===== config.mk =====
export PLATFORM = sky130hd
export DESIGN_NAME = alu_share_arbiter_flat
export DESIGN_NICKNAME = d
export VERILOG_FILES = /design/src/rtl/alu_share_arbiter_pkg.sv /design/src/rtl/alu_share_arbiter_if.sv /design/src/rtl/alu_share_arbiter_rr_grant2.sv /design/src/rtl/alu_share_arbiter.sv /design/src/flat_wrapper.sv
export SDC_FILE = /design/constraint.sdc
export NUM_CORES = 1
export LEC_CHECK = 0
export ABC_AREA = 1
export BUFFER_PORTS_ARGS = -buffer_cell sky130_fd_sc_hd__buf_2
export CAP_MARGIN = 20
export CORE_AREA = 2 2 120 122
export CTS_CLUSTER_DIAMETER = 30
export DETAILED_ROUTE_END_ITERATION = 10
export DIE_AREA = 0 0 122 124
export GPL_ROUTABILITY_DRIVEN = 0
export GPL_TIMING_DRIVEN = 0
export PLACE_DENSITY_LB_ADDON = 0.05
export RECOVER_POWER = 100
export SLEW_MARGIN = 20
export SYNTH_ARGS = -nofsm -noshare
export SYNTH_HDL_FRONTEND = slang
export SYNTH_SLANG_ARGS = --single-unit

===== constraint.sdc =====
create_clock -name clk -period 2 [get_ports clk]
set_input_delay 0.2 -clock clk [delete_from_list [all_inputs] [get_ports clk]]
set_output_delay 0.2 -clock clk [all_outputs]
set_load 0.05 [all_outputs]

===== src/rtl/alu_share_arbiter_pkg.sv =====
// Shared definitions for the two-requester ALU sharing arbiter: op codes,
// FSM state encoding and field widths.
package alu_share_arbiter_pkg;

  localparam int unsigned OP_W  = 4;
  localparam int unsigned ID_W  = 1;
  localparam int unsigned CNT_W = 4;

  localparam logic [OP_W-1:0] OP_ADD  = 4'b0000;
  localparam logic [OP_W-1:0] OP_ADDI = 4'b0000;
  localparam logic [OP_W-1:0] OP_LUI  = 4'b1000;
  localparam logic [OP_W-1:0] OP_ORI  = 4'b1001;
  localparam logic [OP_W-1:0] OP_SLLI = 4'b1100;

  localparam logic [1:0] ST_IDLE = 2'd0;
  localparam logic [1:0] ST_EXEC = 2'd1;
  localparam logic [1:0] ST_RESP = 2'd2;

endpackage


===== src/rtl/alu_share_arbiter_if.sv =====
// Request/response channels of both requesters of the ALU sharing arbiter.
interface alu_share_arbiter_if
  import alu_share_arbiter_pkg::*;
#(
  parameter int unsigned DATA_W = 32
);

  logic              req0_valid_i;
  logic              req0_ready_o;
  logic [OP_W-1:0]   req0_op_i;
  logic [DATA_W-1:0] req0_a_i;
  logic [DATA_W-1:0] req0_b_i;
  logic              rsp0_valid_o;
  logic              rsp0_ready_i;
  logic [DATA_W-1:0] rsp0_result_o;
  logic              rsp0_zero_o;

  logic              req1_valid_i;
  logic              req1_ready_o;
  logic [OP_W-1:0]   req1_op_i;
  logic [DATA_W-1:0] req1_a_i;
  logic [DATA_W-1:0] req1_b_i;
  logic              rsp1_valid_o;
  logic              rsp1_ready_i;
  logic [DATA_W-1:0] rsp1_result_o;
  logic              rsp1_zero_o;

  // Requester side
  modport master (
    output req0_valid_i, req0_op_i, req0_a_i, req0_b_i, rsp0_ready_i,
    output req1_valid_i, req1_op_i, req1_a_i, req1_b_i, rsp1_ready_i,
    input  req0_ready_o, rsp0_valid_o, rsp0_result_o, rsp0_zero_o,
    input  req1_ready_o, rsp1_valid_o, rsp1_result_o, rsp1_zero_o
  );

  // Arbiter side
  modport slave (
    input  req0_valid_i, req0_op_i, req0_a_i, req0_b_i, rsp0_ready_i,
    input  req1_valid_i, req1_op_i, req1_a_i, req1_b_i, rsp1_ready_i,
    output req0_ready_o, rsp0_valid_o, rsp0_result_o, rsp0_zero_o,
    output req1_ready_o, rsp1_valid_o, rsp1_result_o, rsp1_zero_o
  );

endinterface


===== src/rtl/alu_share_arbiter_rr_grant2.sv =====
// Two-input round-robin grant: a lone valid wins; on contention the pointer
// picks the winner. Purely combinational.
module rr_grant2 (
  input  logic [1:0] valid,
  input  logic       ptr,
  output logic [1:0] grant_c
);

  always_comb begin
    grant_c = 2'b00;
    if (valid == 2'b11) begin
      grant_c[ptr] = 1'b1;
    end else begin
      grant_c = valid;
    end
  end

endmodule


===== src/rtl/alu_share_arbiter.sv =====
// Shares one combinational ALU between two valid/ready requesters: round-robin
// accept, hold latched operands for EXEC_CYCLES, then hold the response.
module alu_share_arbiter
  import alu_share_arbiter_pkg::*;
#(
  parameter int unsigned DATA_W      = 32,
  parameter int unsigned EXEC_CYCLES = 1
) (
  input  logic              clk,
  input  logic              reset,
  alu_share_arbiter_if.slave bus,
  output logic [OP_W-1:0]   alu_op_o,
  output logic [DATA_W-1:0] alu_a_o,
  output logic [DATA_W-1:0] alu_b_o,
  input  logic [DATA_W-1:0] alu_result_i,
  input  logic              alu_zero_i
);

  logic [1:0]             state_q, state_d;
  logic                   ptr_q, ptr_d;
  logic [ID_W-1:0]        owner_q, owner_d;
  logic [CNT_W-1:0]       cnt_q, cnt_d;
  logic [OP_W-1:0]        op_q, op_d;
  logic [DATA_W-1:0]      a_q, a_d;
  logic [DATA_W-1:0]      b_q, b_d;
  logic [1:0]             rsp_valid_q, rsp_valid_d;
  logic [1:0][DATA_W-1:0] rsp_result_q, rsp_result_d;
  logic [1:0]             rsp_zero_q, rsp_zero_d;

  logic [1:0] grant_c;
  logic       idle_c;
  logic       owner_ready_c;

  rr_grant2 u_grant (
    .valid   ({bus.req1_valid_i, bus.req0_valid_i}),
    .ptr     (ptr_q),
    .grant_c (grant_c)
  );

  assign idle_c        = (state_q == ST_IDLE);
  assign owner_ready_c = (owner_q == ID_W'(1)) ? bus.rsp1_ready_i : bus.rsp0_ready_i;

  assign bus.req0_ready_o = idle_c & grant_c[0];
  assign bus.req1_ready_o = idle_c & grant_c[1];

  // Next-state and register-update logic
  always_comb begin
    state_d      = state_q;
    ptr_d        = ptr_q;
    owner_d      = owner_q;
    cnt_d        = cnt_q;
    op_d         = op_q;
    a_d          = a_q;
    b_d          = b_q;
    rsp_valid_d  = rsp_valid_q;
    rsp_result_d = rsp_result_q;
    rsp_zero_d   = rsp_zero_q;

    case (state_q)
      ST_IDLE: begin
        if (grant_c != 2'b00) begin
          if (grant_c[1]) begin
            op_d = bus.req1_op_i;
            a_d  = bus.req1_a_i;
            b_d  = bus.req1_b_i;
          end else begin
            op_d = bus.req0_op_i;
            a_d  = bus.req0_a_i;
            b_d  = bus.req0_b_i;
          end
          owner_d = ID_W'(grant_c[1]);
          cnt_d   = CNT_W'(EXEC_CYCLES - 1);
          state_d = ST_EXEC;
        end
      end
      ST_EXEC: begin
        if (cnt_q == '0) begin
          rsp_valid_d[owner_q]  = 1'b1;
          rsp_result_d[owner_q] = alu_result_i;
          rsp_zero_d[owner_q]   = alu_zero_i;
          state_d               = ST_RESP;
        end else begin
          cnt_d = cnt_q - CNT_W'(1);
        end
      end
      ST_RESP: begin
        if (owner_ready_c) begin
          rsp_valid_d[owner_q] = 1'b0;
          ptr_d                = ~owner_q;
          state_d              = ST_IDLE;
        end
      end
      default: state_d = ST_IDLE;
    endcase
  end

  always_ff @(posedge clk or negedge reset) begin
    if (!reset) begin
      state_q      <= ST_IDLE;
      ptr_q        <= 1'b0;
      owner_q      <= '0;
      cnt_q        <= '0;
      op_q         <= '0;
      a_q          <= '0;
      b_q          <= '0;
      rsp_valid_q  <= '0;
      rsp_result_q <= '0;
      rsp_zero_q   <= '0;
    end else begin
      state_q      <= state_d;
      ptr_q        <= ptr_d;
      owner_q      <= owner_d;
      cnt_q        <= cnt_d;
      op_q         <= op_d;
      a_q          <= a_d;
      b_q          <= b_d;
      rsp_valid_q  <= rsp_valid_d;
      rsp_result_q <= rsp_result_d;
      rsp_zero_q   <= rsp_zero_d;
    end
  end

  assign alu_op_o = op_q;
  assign alu_a_o  = a_q;
  assign alu_b_o  = b_q;

  assign bus.rsp0_valid_o  = rsp_valid_q[0];
  assign bus.rsp0_result_o = rsp_result_q[0];
  assign bus.rsp0_zero_o   = rsp_zero_q[0];
  assign bus.rsp1_valid_o  = rsp_valid_q[1];
  assign bus.rsp1_result_o = rsp_result_q[1];
  assign bus.rsp1_zero_o   = rsp_zero_q[1];

endmodule


===== src/flat_wrapper.sv =====
// flat-port wrapper written by rule: the top's interface ports become plain ports
module alu_share_arbiter_flat import alu_share_arbiter_pkg::*;
#(
  parameter int unsigned DATA_W      = 32,
  parameter int unsigned EXEC_CYCLES = 1
)
  (clk, reset, alu_op_o, alu_a_o, alu_b_o, alu_result_i, alu_zero_i, bus_req0_valid_i, bus_req0_op_i, bus_req0_a_i, bus_req0_b_i, bus_rsp0_ready_i, bus_req1_valid_i, bus_req1_op_i, bus_req1_a_i, bus_req1_b_i, bus_rsp1_ready_i, bus_req0_ready_o, bus_rsp0_valid_o, bus_rsp0_result_o, bus_rsp0_zero_o, bus_req1_ready_o, bus_rsp1_valid_o, bus_rsp1_result_o, bus_rsp1_zero_o);
  alu_share_arbiter_if #(.DATA_W(DATA_W)) bus_i ();
  input  logic clk;
  input  logic reset;
  output logic [OP_W-1:0] alu_op_o;
  output logic [DATA_W-1:0] alu_a_o;
  output logic [DATA_W-1:0] alu_b_o;
  input  logic [DATA_W-1:0] alu_result_i;
  input  logic alu_zero_i;
  input wire logic [$bits(bus_i.req0_valid_i)-1:0] bus_req0_valid_i;
  input wire logic [$bits(bus_i.req0_op_i)-1:0] bus_req0_op_i;
  input wire logic [$bits(bus_i.req0_a_i)-1:0] bus_req0_a_i;
  input wire logic [$bits(bus_i.req0_b_i)-1:0] bus_req0_b_i;
  input wire logic [$bits(bus_i.rsp0_ready_i)-1:0] bus_rsp0_ready_i;
  input wire logic [$bits(bus_i.req1_valid_i)-1:0] bus_req1_valid_i;
  input wire logic [$bits(bus_i.req1_op_i)-1:0] bus_req1_op_i;
  input wire logic [$bits(bus_i.req1_a_i)-1:0] bus_req1_a_i;
  input wire logic [$bits(bus_i.req1_b_i)-1:0] bus_req1_b_i;
  input wire logic [$bits(bus_i.rsp1_ready_i)-1:0] bus_rsp1_ready_i;
  output wire logic [$bits(bus_i.req0_ready_o)-1:0] bus_req0_ready_o;
  output wire logic [$bits(bus_i.rsp0_valid_o)-1:0] bus_rsp0_valid_o;
  output wire logic [$bits(bus_i.rsp0_result_o)-1:0] bus_rsp0_result_o;
  output wire logic [$bits(bus_i.rsp0_zero_o)-1:0] bus_rsp0_zero_o;
  output wire logic [$bits(bus_i.req1_ready_o)-1:0] bus_req1_ready_o;
  output wire logic [$bits(bus_i.rsp1_valid_o)-1:0] bus_rsp1_valid_o;
  output wire logic [$bits(bus_i.rsp1_result_o)-1:0] bus_rsp1_result_o;
  output wire logic [$bits(bus_i.rsp1_zero_o)-1:0] bus_rsp1_zero_o;
  assign bus_i.req0_valid_i = bus_req0_valid_i;
  assign bus_i.req0_op_i = bus_req0_op_i;
  assign bus_i.req0_a_i = bus_req0_a_i;
  assign bus_i.req0_b_i = bus_req0_b_i;
  assign bus_i.rsp0_ready_i = bus_rsp0_ready_i;
  assign bus_i.req1_valid_i = bus_req1_valid_i;
  assign bus_i.req1_op_i = bus_req1_op_i;
  assign bus_i.req1_a_i = bus_req1_a_i;
  assign bus_i.req1_b_i = bus_req1_b_i;
  assign bus_i.rsp1_ready_i = bus_rsp1_ready_i;
  assign bus_req0_ready_o = bus_i.req0_ready_o;
  assign bus_rsp0_valid_o = bus_i.rsp0_valid_o;
  assign bus_rsp0_result_o = bus_i.rsp0_result_o;
  assign bus_rsp0_zero_o = bus_i.rsp0_zero_o;
  assign bus_req1_ready_o = bus_i.req1_ready_o;
  assign bus_rsp1_valid_o = bus_i.rsp1_valid_o;
  assign bus_rsp1_result_o = bus_i.rsp1_result_o;
  assign bus_rsp1_zero_o = bus_i.rsp1_zero_o;
  alu_share_arbiter #(.DATA_W(DATA_W), .EXEC_CYCLES(EXEC_CYCLES)) u_core (.clk(clk), .reset(reset), .bus(bus_i), .alu_op_o(alu_op_o), .alu_a_o(alu_a_o), .alu_b_o(alu_b_o), .alu_result_i(alu_result_i), .alu_zero_i(alu_zero_i));
endmodule

==> run_results.csv <==
group,metric,value,unit
timing,fmax,532,MHz
clock_network,clk_latency,0.42,ns
job,drv_cap,0,
floorplan,start_util,0.453,
synth,synth_edf_count,0,
run_status,status,"completed",
setup_path,path_max_fanout,10,
timing,finalMaxSlewViolations,0,
clock_network,cts_tree,"built",
hold_path,min_to,"u_core.alu_b_o[1]",
power,switching_share,0.540,
power,p_leak,4.14,nW
timing,rsz0062_at_grt,"false",
hold_path,min_path_type,"in2reg",
layout,syn2layout_area_growth,35.5,%
synth,syn_inst,695,
timing,report.final.hold_viol_count,0,
setup_path,r2r_slack,0.20,ns
routing,drcViolationCount,0,
grt,grt_pass1_wl,31300,um
synth,synth.avg_cell_area,8.95,um2
synth,synth_commonest_cells,"nand2_1, dfrtp_1, nor2_1",
routing,first_pass_iters,5,
setup_path,cp_cell_sequence,"inv_1, nand2_4, buf_6, buf_4, nand3_1, inv_1, buf_4",
layout,fill_cells,1313,
power,power.share.sequential,0.286,
layout,fin_nets,1204,
synth,yosys.area.top_type,"dfrtp_1",
grt,grt_pass1_vias,6070,
setup_path,r2r-start,"u_core.cnt_q[0]",
routing,routedWlPerCell,16.9,um
routing,dr.first_iter.drc_count,438,
clock_network,clk_pin_slew,0.06,ns
routing,drtAntennaViolNets,0,
place,port_buffers,311,
clock_network,cts_buffers,17,
layout,drive_gt1_frac,0.226,
synth,synth_nets,872,
floorplan,row_count,43,
grt,antenna_found_initial,1,
power,intPower,8.40,mW
synth,synth_ff_type,"dfrtp_1",
timing,holdWs,0.0264,ns
layout,antenna_cells,0,
setup_path,worst-r2r-cell-count,7,
power,ir_drop,1000,uV
synth,ys_ff_latch,144,
synth,netlist_area,0.00622,mm2
setup_path,critical_path_class,"reg2out",
hold_path,hold_start,"bus_req0_b_i[1]",
routing,drt-total-wl,20600,um
synth,yosysTopAreaCellShare,0.579,
timing,min_period_over_period,0.940,
hold_path,hold_depth,3,
routing,vias,6214,
setup_path,critPathSlowestCell,"dfrtp_1",
floorplan,dieArea,0.0151,mm2
timing,layout_setup_ws,0.119,ns
power,p_clk_frac,0.178,
setup_path,r2r_end,"u_core.bus.rsp1_result_o[27]",
layout,fin_util,0.614,
setup_path,cp_top_family,"buffers and inverters",
timing,clock_skew,0.00658,ns
routing,vias_per_cell,5.10,
clock_network,clockBufferDepth,2,
setup_path,startpoint_type,"register",
grt,grt_max_degree,88,
power,power.total,18.2,mW
floorplan,core_area,0.0137,mm2
synth,async_reset_ff_frac,1.00,
setup_path,cp-end-kind,"output port",
clock_network,cts_root_buf,"clkbuf_16",
floorplan,pin_count,313,
timing,tightest_slew,0.831,ns
synth,yosys_warnings,0,
synth,synth.most_common_cell,"nand2_1",
power,switchingPower,9.84,mW
setup_path,cp.arrival,1.68,ns
timing,slew_headroom,0.446,
place,pre_cts_ws,0.209,ns
synth,ys_top_cells_by_area,"dfrtp_1, nand2_1, a31oi_1, nand3_1, o21ai_0",
synth,ys_types,21,
setup_path,critPathMaxStageDelay,0.37,ns
clock_network,cts_setup_buffers,0,
timing,setup_viol,0,
clock_network,h-tree-depth,4,
floorplan,dieWidth,122,um
timing,finalCriticalPeriod,1.88,ns
place,dp_hpwl,15200,um
power,comb_power_share,0.536,
synth,ys_seq_area_frac,0.579,
power,power_density,2160,mW/mm2
grt,grt_overflow_total,0,
setup_path,crit_buf_inv,5,
clock_network,cts_num_sinks,144,
grt,gr-usage-all-layers,0.271,
setup_path,required,1.80,ns
floorplan,dieHeight,124,um
==> placed cells by master (no fill, tap or decap) <==
master           n
buf_2          176
clkbuf_1       168
nand2_1        157
dfrtp_1        144
nor2_1          76
nand3_1         74
a31oi_1         68
o21ai_0         66
inv_1           44
clkbuf_16       17
buf_6            9
buf_4            7
clkbuf_2         5
o21ai_2          4
clkbuf_8         4
clkinv_2         3
bufinv_16        3
nor2_4           2
ha_1             2
inv_2            1
nand2_4          1
nor2_2           1
nand2_2          1
xor2_1           1
nand3b_1         1
nand4_1          1
dlygate4sd3_1    1
buf_8            1
==> worst register-to-register path, stage by stage, from the launching register on <==
cell      delay [ns]
dfrtp_1         0.37
inv_1           0.10
ha_1            0.20
nand2_1         0.10
inv_1           0.07
nand3_1         0.19
clkbuf_1        0.45
o21ai_0         0.17
==> metal layers <==
metal / part of all wire / vias to the layer above / global-route usage
met3: 0.080 / 41 / 0.0806
met2: 0.49 / 270 / 0.454
met4: 0.027 / 2 / 0.115
met1: 0.40 / 2934 / 0.327
li1: - / 2967 / -
met5: 0.00049 / - / 0
==> registers in the layout, indices dropped and copies added, names as in the netlist, named ones only <==
register	cells
u_core.alu_a_o	32
u_core.alu_b_o	32
u_core.alu_op_o	4
u_core.bus.rsp0_result_o	32
u_core.bus.rsp1_result_o	32
u_core.cnt_q	4
u_core.owner_q	1
u_core.ptr_q	1
u_core.rsp_zero_q	2
u_core.state_q	2
==> worst max-delay path by stage <==
stage / to / slack [ns] / cells after the start / start
finish: bus_req1_ready_o / 0.12 / 7 / u_core.ptr_q
global route: bus_req1_ready_o / 0.01 / 7 / u_core.ptr_q
CTS: bus_req1_ready_o / 0.04 / 7 / u_core.ptr_q
detailed placement: u_core.bus.rsp1_result_o[27] / 0.21 / 7 / u_core.cnt_q[0]
global placement: u_core.alu_a_o[14] / -1.41 / 1 / reset
floorplan: bus_req0_ready_o / 0.51 / 5 / bus_req1_valid_i
==> area by class of cell <==
class                      instances  area, um2  area share
clock inverter                     6        105      0.0125
inverter                          45        169      0.0200
buffer                            51        284      0.0337
sequential                       144       3600       0.428
multi-input combinational        455       2130       0.253
tap                              180        225      0.0267
timing repair buffer             313       1420       0.168
clock buffer                      24        492      0.0583
==> timing repair <==
action                                  4_1_cts  5_1_grt
hold endpoints to repair                     57        0
endpoints found under the setup margin        1        1
hold buffers                                  1        0
gates resized for setup                       3        1
==> stage by stage <==
step                std cells  TNS [ns]  cell area (um2)
floorplan                 695         0             6220
global placement         1186   -201.72             8000
detailed placement       1187         0             8040
CTS                      1218         0             8650
global route             1218         0             8430
finish                   1218         0             8430
==> cells by family after synthesis <==
family / Yosys count / synth area share
simple gates: 314 / 0.209
flops: 144 / 0.579
fa+ha+maj: 2 / 0.00402
buf+inv: 96 / 0.0779
compound gates: 138 / 0.128
xor+xnor: 1 / 0.00141
==> power groups by stage <==
stage / clock, mW / combinational, mW / sequential, mW
final: 3.24 / 9.78 / 5.22
after global routing: 3.40 / 10.5 / 5.39
after CTS: 3.27 / 10.3 / 5.16
after detailed placement: 0 / 10.3 / 5.18
after global placement: 0 / 10.2 / 5.15
after floorplan: 0 / 2.78 / 9.95
Power figures use the tool's default switching activity.
